File: src/rtl/vga_scene_pkg.sv
// Shared constants for the VGA scene controller: entity codes, FSM encoding and helpers.
package vga_scene_pkg;

    localparam int ENT_W = 2;

    typedef logic [ENT_W-1:0] ent_t;

    localparam ent_t ENT_0 = 2'b00;
    localparam ent_t ENT_1 = 2'b01;
    localparam ent_t ENT_2 = 2'b10;
    localparam ent_t ENT_3 = 2'b11;

    localparam logic [1:0] S_IDLE = 2'd0;
    localparam logic [1:0] S_PEND = 2'd1;
    localparam logic [1:0] S_ATTR = 2'd2;

    // Attract mode steps through the entity codes in order, wrapping 3 -> 0.
    function automatic ent_t next_ent(input ent_t e);
        return e + ent_t'(1);
    endfunction

endpackage

File: src/rtl/vga_scene_ctrl_frame_tick_gen.sv
// Frame boundary detector: one-cycle tick on the falling edge of the active-low vsync.
module frame_tick_gen (
    input  logic clk_i,
    input  logic rst_n_i,
    input  logic vsync_i,
    output logic tick_o
);

    logic vs_q;

    // Resetting to 1 means a vsync that is already low at release counts as a boundary.
    always_ff @(posedge clk_i) begin
        if (!rst_n_i) begin
            vs_q <= 1'b1;
        end else begin
            vs_q <= vsync_i;
        end
    end

    assign tick_o = vs_q & ~vsync_i;

endmodule

File: src/rtl/vga_scene_ctrl.sv
// Frame-synchronous scene controller for vga_draw: applies entity changes only on vsync.
// Optional attract mode (idle entity cycling) is built when VGA_SCENE_ATTRACT_EN is defined.
module vga_scene_ctrl
    import vga_scene_pkg::*;
#(
    parameter int unsigned      MIN_HOLD_FRAMES = 4,
    parameter int unsigned      IDLE_FRAMES     = 600,
    parameter logic [ENT_W-1:0] RESET_ENT       = ENT_3
) (
    input  logic             sys_clk,
    input  logic             sys_reset_n,
    input  logic             vga_vsync,
    input  logic             req_valid,
    input  logic [ENT_W-1:0] req_ent,
    output logic             req_ready,
    input  logic             color_tgl,
    output logic [ENT_W-1:0] ent_code,
    output logic             color_sel,
    output logic             update_pulse,
    output logic             attract_active
);

    localparam logic [7:0] HOLD_MAX = 8'(MIN_HOLD_FRAMES);

    logic             tick;
    logic             accept;
    logic             hold_ok;
    logic             apply;
    logic             idle_expired;

    logic [1:0]       state_q, state_d;
    logic [ENT_W-1:0] ent_q, ent_d;
    logic [ENT_W-1:0] pend_ent_q, pend_ent_d;
    logic [7:0]       hold_q, hold_d;
    logic             color_q, color_d;
    logic             tgl_q, tgl_d;
    logic             pulse_q;

    frame_tick_gen u_tick (
        .clk_i   (sys_clk),
        .rst_n_i (sys_reset_n),
        .vsync_i (vga_vsync),
        .tick_o  (tick)
    );

    assign req_ready = sys_reset_n & (state_q != S_PEND);
    assign accept    = req_valid & req_ready;
    assign hold_ok   = (hold_q == HOLD_MAX);

`ifdef VGA_SCENE_ATTRACT_EN
    localparam logic [15:0] IDLE_LIMIT = 16'(IDLE_FRAMES);

    logic [15:0] idle_q, idle_d;
    logic        attr_q;

    assign idle_expired = (state_q == S_IDLE) & ~accept & tick & (idle_q + 16'd1 == IDLE_LIMIT);

    // Counter only advances on idle ticks; anything else (acceptance, other states) restarts it.
    always_comb begin
        idle_d = idle_q;
        if (accept || state_q != S_IDLE || idle_expired) begin
            idle_d = '0;
        end else if (tick) begin
            idle_d = idle_q + 16'd1;
        end
    end

    always_ff @(posedge sys_clk) begin
        if (!sys_reset_n) begin
            idle_q <= '0;
            attr_q <= 1'b0;
        end else begin
            idle_q <= idle_d;
            attr_q <= (state_d == S_ATTR);
        end
    end

    assign attract_active = attr_q;
`else
    assign idle_expired   = 1'b0;
    assign attract_active = 1'b0;
`endif

    always_comb begin
        state_d    = state_q;
        ent_d      = ent_q;
        pend_ent_d = pend_ent_q;
        apply      = 1'b0;
        case (state_q)
            S_IDLE: begin
                if (accept) begin
                    if (req_ent != ent_q) begin
                        pend_ent_d = req_ent;
                        state_d    = S_PEND;
                    end
                end else if (idle_expired) begin
                    state_d = S_ATTR;
                end
            end
            S_PEND: begin
                if (tick && hold_ok) begin
                    ent_d   = pend_ent_q;
                    apply   = 1'b1;
                    state_d = S_IDLE;
                end
            end
`ifdef VGA_SCENE_ATTRACT_EN
            // A request wins over an attract step landing in the same cycle.
            S_ATTR: begin
                if (accept) begin
                    if (req_ent != ent_q) begin
                        pend_ent_d = req_ent;
                        state_d    = S_PEND;
                    end else begin
                        state_d = S_IDLE;
                    end
                end else if (tick && hold_ok) begin
                    ent_d = next_ent(ent_q);
                    apply = 1'b1;
                end
            end
`endif
            default: begin
                state_d = S_IDLE;
            end
        endcase
    end

    always_comb begin
        hold_d = hold_q;
        if (apply) begin
            hold_d = '0;
        end else if (tick && !hold_ok) begin
            hold_d = hold_q + 8'd1;
        end
    end

    // A toggle arriving on a tick re-arms the flag, so it flips one frame later.
    assign tgl_d   = color_tgl | (tgl_q & ~tick);
    assign color_d = color_q ^ (tick & tgl_q);

    always_ff @(posedge sys_clk) begin
        if (!sys_reset_n) begin
            state_q    <= S_IDLE;
            ent_q      <= RESET_ENT;
            pend_ent_q <= RESET_ENT;
            hold_q     <= HOLD_MAX;
            color_q    <= 1'b0;
            tgl_q      <= 1'b0;
            pulse_q    <= 1'b0;
        end else begin
            state_q    <= state_d;
            ent_q      <= ent_d;
            pend_ent_q <= pend_ent_d;
            hold_q     <= hold_d;
            color_q    <= color_d;
            tgl_q      <= tgl_d;
            pulse_q    <= apply;
        end
    end

    assign ent_code     = ent_q;
    assign color_sel    = color_q;
    assign update_pulse = pulse_q;

endmodule

File: config.mk
export PLATFORM = sky130hd
export DESIGN_NAME = vga_scene_ctrl
export DESIGN_NICKNAME = d
export VERILOG_FILES = /design/src/rtl/vga_scene_pkg.sv /design/src/rtl/vga_scene_ctrl_frame_tick_gen.sv /design/src/rtl/vga_scene_ctrl.sv
export SDC_FILE = /design/constraint.sdc
export NUM_CORES = 1
export LEC_CHECK = 0
export BUFFER_PORTS_ARGS = -buffer_cell sky130_fd_sc_hd__buf_2
export CAP_MARGIN = 10
export CORE_MARGIN = 2
export CORE_UTILIZATION = 48
export CTS_CLUSTER_SIZE = 14
export DETAILED_ROUTE_END_ITERATION = 10
export PLACE_DENSITY = 0.72
export SLEW_MARGIN = 20
export SYNTH_ARGS = -nofsm -noshare
export SYNTH_HDL_FRONTEND = slang
export SYNTH_SLANG_ARGS = --single-unit
File: constraint.sdc
create_clock -name sys_clk -period 1.6 [get_ports sys_clk]
set_input_delay 0 -clock sys_clk [delete_from_list [all_inputs] [get_ports sys_clk]]
set_output_delay 0 -clock sys_clk [all_outputs]
set_load 0.01 [all_outputs]
# --- Yosys cells after proc, flatten, opt, wreduce, memory -nomap -nowiden ---
# Cells that the tools add are included.
word_totals:
  output_inout_bits: 6
  reg_bits: 18
classes:
  n_reduce_logical: 9
  add_sub_neg: 1
  eq_ne: 7
  n_mux: 8
  bitwise: 10
ops:
  columns: ["op", "n"]
  rows:
  - ["$add 8x1->8 const B", 1]
  - ["$eq 8x3->1 const B", 1]
  - ["$mux 2", 3]
  - ["$mux 3", 2]
  - ["$ne 2x2->1 const B", 3]
  - ["$reduce_and 3->1", 2]
  - ["$and 1x1->1", 5]
  - ["$pmux 2 s2", 1]
  - ["$not 1->1", 3]
  - ["$eq 2x1->1 const B", 1]
  - ["$logic_and 1x1->1", 2]
  - ["$logic_not 2->1", 1]
  - ["$mux 1", 2]
  - ["$ne 2x1->1 const B", 1]
  - ["$ne 2x2->1", 1]
  - ["$reduce_and 2->1", 1]
  - ["$reduce_bool 2->1", 1]
  - ["$reduce_or 2->1", 1]
  - ["$logic_not 1->1", 1]
  - ["$or 1x1->1", 1]
  - ["$xor 1x1->1", 1]

# --- Logic depth before layout (Yosys ltp) ---
depth:
  word_depth: 6
  ltp_mapped: 6
  mapped_depth_nobuf: 5

# --- Hierarchy ---
# A second synthesis with hierarchy kept.
hier_totals:
  cells_unflattened: 90
  hier_area_um2: 817.0
modules_own_cells:
  columns: ["module", "n_inst", "cells_per_inst", "seq_area_each_um2", "area_each_um2"]
  rows:
  - ["vga_scene_ctrl", 1, 87, 320.3, 784.5]
  - ["frame_tick_gen", 1, 3, 20.0, 32.5]

# --- Worst setup path after synthesis ---
# Ideal clock, no wire load.
synth_timing:
  path_kind: "register to register"
  startpoint: "reg hold_q[0]"
  endpoint: "reg state_q[0]"
  t_arrival_ns: 1.475
  t_required_ns: 1.469
  path_buffers: 1
  setup_ns: 0.131
  stages_incl_launch_ff: 7
  setup_slack_ns: -0.006
  cell_sequence: "dfxtp_1 -> inv_1 -> ha_1 -> or4b_4 -> buf_6 -> o31ai_4 -> o21ai_2"
synth_via:
  elab_chain_len: 4
synth_lines:
  columns: ["element", "line", "text"]
  rows:
  - ["from (decl)", "vga_scene_ctrl.sv:34", "logic [7:0] hold_q, hold_d;"]
  - ["from (signal assigned)", "vga_scene_ctrl.sv:155", "hold_q <= hold_d;"]
  - ["$eq 8x3->1", "vga_scene_ctrl.sv:48", "assign hold_ok = (hold_q == HOLD_MAX);"]
  - ["$logic_and 1x1->1", "vga_scene_ctrl.sv:101", "if (tick && hold_ok) begin"]
  - ["$ne 2x2->1 (no line)", null, null]
  - ["$reduce_and 3->1 (no line)", null, null]
  - ["to (signal assigned)", "vga_scene_ctrl.sv:152", "state_q <= state_d;"]
  - ["to (decl)", "vga_scene_ctrl.sv:31", "logic [1:0] state_q, state_d;"]
# No other way between the ends.
# A chain may end at the register's enable or synchronous reset.

# --- Worst setup path in the final report ---
layout_timing:
  startpoint: "reg hold_q[0]"
  endpoint: "reg hold_q[1]"
layout_via:
  elab_chain_len: 5
  word_cells_on_any_way: 8
layout_lines:
  columns: ["element", "line", "text"]
  rows:
  - ["$eq 8x3->1", "vga_scene_ctrl.sv:48", null]
  - ["$logic_and 1x1->1", "vga_scene_ctrl.sv:101", null]
  - ["$mux 1", "vga_scene_ctrl.sv:101", null]
  - ["$mux 1", "vga_scene_ctrl.sv:89", "case (state_q)"]
  - ["$reduce_or 2->1 (no line)", null, null]
# Several ways; a longest one is shown, not always the timed one.

==> flow_summary.html <==
<table>
<tr><th>Metric</th><th>Value</th></tr>
<tr><th colspan="2">Clocking</th></tr>
<tr><td>Source-to-sink clock delay at the later pin of the worst-skew pair</td><td>~0.29 ns</td></tr>
<tr><td>Root buffer cell</td><td>clkbuf_4</td></tr>
<tr><td>Worst-case clock buffer depth</td><td>2</td></tr>
<tr><td>Clock tree from TritonCTS</td><td>built</td></tr>
<tr><td>Register clock-pin slew on the reported worst setup and hold paths</td><td>0.10 ns</td></tr>
<tr><td>Total CTS buffers</td><td>3</td></tr>
<tr><td>Clock sink count</td><td>17</td></tr>
<tr><td>Total number of H-tree levels</td><td>1</td></tr>
<tr><th colspan="2">Routing</th></tr>
<tr><td>Remaining antenna violation count after routing</td><td>0</td></tr>
<tr><td>Drt first-iter violations</td><td>31</td></tr>
<tr><td>DRT Wirelength</td><td>1.89 mm</td></tr>
<tr><td>Vias/cell</td><td>5.59</td></tr>
<tr><td>Number of DRC violations after detailed routing</td><td>0</td></tr>
<tr><td>Avg WL per Cell</td><td>13.2 um</td></tr>
<tr><td>Total via count in the routed design</td><td>800</td></tr>
<tr><td>Pre-Repair DR Iteration Count</td><td>4</td></tr>
<tr><th colspan="2">Die</th></tr>
<tr><td>Die extent in x</td><td>46.2 um</td></tr>
<tr><td>Initial Utilization</td><td>0.500</td></tr>
<tr><td>Floorplan row count</td><td>15</td></tr>
<tr><td>Die area</td><td>approximately 2100 um2</td></tr>
<tr><td>Core Region</td><td>1710 um2</td></tr>
<tr><td>Number of top-level pins</td><td>13</td></tr>
<tr><td>Die outline height</td><td>46.2 um</td></tr>
<tr><th colspan="2">Global route</th></tr>
<tr><td>Overflow left after global routing</td><td>0</td></tr>
<tr><td>GR met2 Demand/Resource</td><td>0.333</td></tr>
<tr><td>Global-route wire length before repair</td><td>3.13 mm</td></tr>
<tr><td>Met1 routing resource usage after global routing</td><td>0.259</td></tr>
<tr><td>Via count of the first global-routing pass</td><td>737</td></tr>
<tr><td>Antenna violations before repair</td><td>0</td></tr>
<tr><td>Global routing usage summed across all routing layers</td><td>0.205</td></tr>
<tr><td>GR Layer Usage met3</td><td>0.0353</td></tr>
<tr><td>Peak-usage layer in the global routing report</td><td>met2</td></tr>
<tr><td>Pin count of the biggest net entering global routing</td><td>11</td></tr>
<tr><th colspan="2">Setup path</th></tr>
<tr><td>R2r worst-path depth</td><td>5</td></tr>
<tr><td>End point of the critical path</td><td>hold_q[1]</td></tr>
<tr><td>Startpoint Class</td><td>flop</td></tr>
<tr><td>Crit path DAT</td><td>roughly 1.7 ns</td></tr>
<tr><td>Category of the most critical setup path</td><td>flop to flop</td></tr>
<tr><td>Biggest fanout along the worst timing path</td><td>6</td></tr>
<tr><td>Launch point of the worst path</td><td>hold_q[0]</td></tr>
<tr><td>Crit. End Element</td><td>flop</td></tr>
<tr><td>Reg-to-reg endpoint</td><td>hold_q[1]</td></tr>
<tr><td>Launch instance of the worst register-to-register path</td><td>hold_q[0]</td></tr>
<tr><td>Required time worst endpoint</td><td>1.77 ns</td></tr>
<tr><td>Setup slack, reg-to-reg</td><td>0.03 ns</td></tr>
<tr><th colspan="2">Cells and area</th></tr>
<tr><td>Final non-filler cell total</td><td>143</td></tr>
<tr><td>Area growth, synth to finish</td><td>28.6%</td></tr>
<tr><td>Fraction of final layout cells with drive strength greater than 1</td><td>0.314</td></tr>
<tr><td>Utilization of the core after routing</td><td>0.643</td></tr>
<tr><td>Final antenna diode count</td><td>0</td></tr>
<tr><td>Count of filler cells inserted in the layout</td><td>145</td></tr>
<tr><td>Number of nets in the layout</td><td>128</td></tr>
<tr><th colspan="2">Timing</th></tr>
<tr><td>Setup total negative slack</td><td>0 ns</td></tr>
<tr><td>Layout Skew</td><td>0.00191 ns</td></tr>
<tr><td>Final hold viol count</td><td>0</td></tr>
<tr><td>Worst Max-Slew Pin Slew</td><td>0.506 ns</td></tr>
<tr><td>Max-slew violation count</td><td>0</td></tr>
<tr><td>Setup repair after global routing missed its margin</td><td>yes</td></tr>
<tr><td>Normalized max-slew margin</td><td>0.658</td></tr>
<tr><td>Setup violation total in the final timing report</td><td>0</td></tr>
<tr><td>Timing-limited maximum frequency</td><td>639 MHz</td></tr>
<tr><td>Final Critical Period</td><td>1.57 ns</td></tr>
<tr><td>Final clock period utilization by the worst path</td><td>0.978</td></tr>
<tr><th colspan="2">Logic synthesis</th></tr>
<tr><td>Mean cell area of the mapped netlist</td><td>between 9 and 10 um2</td></tr>
<tr><td>Post-synth net total</td><td>101</td></tr>
<tr><td>Share of the yosys chip area belonging to registers</td><td>0.398</td></tr>
<tr><td>Combined area of all synthesized cells</td><td>about 850 um2</td></tr>
<tr><td>Ys Warns</td><td>0</td></tr>
<tr><td>Post-synth ARST share</td><td>0</td></tr>
<tr><td>Number of flops mapped to enable cells by yosys</td><td>0</td></tr>
<tr><td>Yosys reg bits</td><td>17</td></tr>
<tr><td>Most common flop cell mapped by yosys</td><td>dfxtp_1</td></tr>
<tr><td>Count of unique library cells instantiated by Yosys</td><td>37</td></tr>
<tr><td>Post-Syn Instances</td><td>a little over 90</td></tr>
<tr><th colspan="2">Flow run</th></tr>
<tr><td>Count of maximum capacitance violations</td><td>0</td></tr>
<tr><th colspan="2">Placement</th></tr>
<tr><td>Quantity of I/O buffers inserted on ports</td><td>11</td></tr>
<tr><td>DPL Wire Length</td><td>1.33 mm</td></tr>
<tr><td>Routability Congestion</td><td>between 0.8 and 0.9</td></tr>
<tr><td>Placed cell count</td><td>131</td></tr>
<tr><th colspan="2">Power</th></tr>
<tr><td>Leakage power figure</td><td>0.435 nW</td></tr>
<tr><td>Largest vdd supply drop</td><td>0.604 mV</td></tr>
<tr><td>Areal power density over the cells</td><td>784 nW/um2</td></tr>
<tr><th colspan="2">Hold path</th></tr>
<tr><td>Worst hold path class</td><td>primary input to flop</td></tr>
<tr><td>Critical hold path startpoint</td><td>req_valid</td></tr>
<tr><th colspan="2">Run status</th></tr>
<tr><td>Result of the run</td><td>completed</td></tr>
</table>
stage by stage:
step	worst slack [ns]	hold WS, ns	power [mW]	cell area, um2
finish	0.0345	0.107	0.862	1100
global route	-0.0258	0.117	0.899	1100
CTS	-0.0281	0.105	0.862	1080
detailed placement	-0.0293	0.223	0.608	970
global placement	-0.000928	0.213	0.603	970
floorplan	0.0142	0.101	0.572	855
final cells by class:
class / count / area [um2] / area share
Multi-Input combinational cell: 63 / 480 / 0.437
Sequential cell: 17 / 343 / 0.312
Timing Repair Buffer: 27 / 190 / 0.173
Tap cell: 25 / 31.3 / 0.0285
Inverter: 7 / 26.3 / 0.0239
Clock buffer: 3 / 22.5 / 0.0205
Clock inverter: 1 / 5.00 / 0.00456
what timing repair did:
action,CTS,global route
hold endpoints to repair,5,0
hold buffers,6,0
buffers inserted,1,1
endpoints found under the setup margin,8,7
resized for setup,5,4
pin swaps,3,4
cells by family after synthesis:
| family | Yosys count | synth area share |
|---|---|---|
| AO/OA/AOI/OAI | 23 | 0.192 |
| XOR/XNOR | 3 | 0.0308 |
| adder cells (fa/ha/maj) | 2 | 0.0293 |
| AND/OR/NAND/NOR | 30 | 0.231 |
| other | 1 | 0.00439 |
| flip-flops | 17 | 0.398 |
| buffers and inverters | 12 | 0.0674 |
| multiplexers | 4 | 0.0469 |
routing by layer:
metal / routed length, um / share of wire
met1: 837 / 0.44
met2: 921 / 0.49
met3: 117 / 0.062
met4: 15 / 0.0079
met5: 0 / 0
cell usage after synthesis, drive strengths merged (3+ instances only):
| cell | count | area share |
|---|---|---|
| o211ai | 3 | 0.026 |
| o31ai | 4 | 0.051 |
| dfxtp | 17 | 0.40 |
| xor2 | 3 | 0.031 |
| buf | 3 | 0.028 |
| o21ai | 4 | 0.028 |
| mux2i | 4 | 0.047 |
| inv | 7 | 0.031 |
| nor2 | 7 | 0.031 |
| a21oi | 8 | 0.047 |
sequential cells by signal, indices dropped and copies added, names as in the netlist:
| register | flops |
|---|---|
| color_sel | 1 |
| u_tick.vs_q | 1 |
| ent_code | 2 |
| pend_ent_q | 2 |
| update_pulse | 1 |
| state_q | 1 |
| tgl_q | 1 |
| hold_q | 8 |
critical path, stage by stage (launching register included):
cell,delay [ns]
dfxtp_2,0.34
inv_2,0.07
ha_4,0.13
or4b_4,0.52
o31ai_4,0.32
a21oi_1,0.07
where the power goes:
part	internal, mW	total, mW	switching [mW]
combinational	0.0832	0.172	0.0888
clock	0.0929	0.232	0.139
sequential	0.444	0.457	0.0128
layout by cell type (no fill, tap or decap), types with 2 or more instances in the layout:
| cell type | Yosys | layout |
|---|---|---|
| nand3_1 | 2 | 2 |
| nor2b_1 | 2 | 2 |
| nand3b_1 | 2 | 2 |
| dlygate4sd3_1 | 0 | 6 |
| o21ai_0 | 3 | 3 |
| dfxtp_2 | 0 | 2 |
| or4_1 | 2 | 2 |
| nand2b_1 | 2 | 2 |
| nor2_1 | 7 | 7 |
| dfxtp_1 | 17 | 15 |
| xor2_1 | 3 | 3 |
| mux2i_1 | 4 | 4 |
| a21oi_1 | 8 | 7 |
| buf_2 | 1 | 11 |
| nand2_1 | 2 | 2 |
| o31ai_1 | 3 | 3 |
| inv_2 | 0 | 2 |
| clkbuf_4 | 0 | 3 |
| o211ai_1 | 3 | 3 |
| inv_1 | 7 | 5 |
| buf_4 | 1 | 10 |
worst min-delay path by stage:
stage / end / slack, ns / cells past startpoint
detailed placement: tgl_q / 0.22 / 3
global route: state_q[0] / 0.12 / 3
global placement: tgl_q / 0.21 / 3
finish: state_q[0] / 0.11 / 3
CTS: state_q[0] / 0.10 / 3
floorplan: u_tick.vs_q / 0.10 / 1
(Power assumes the default switching activity.)
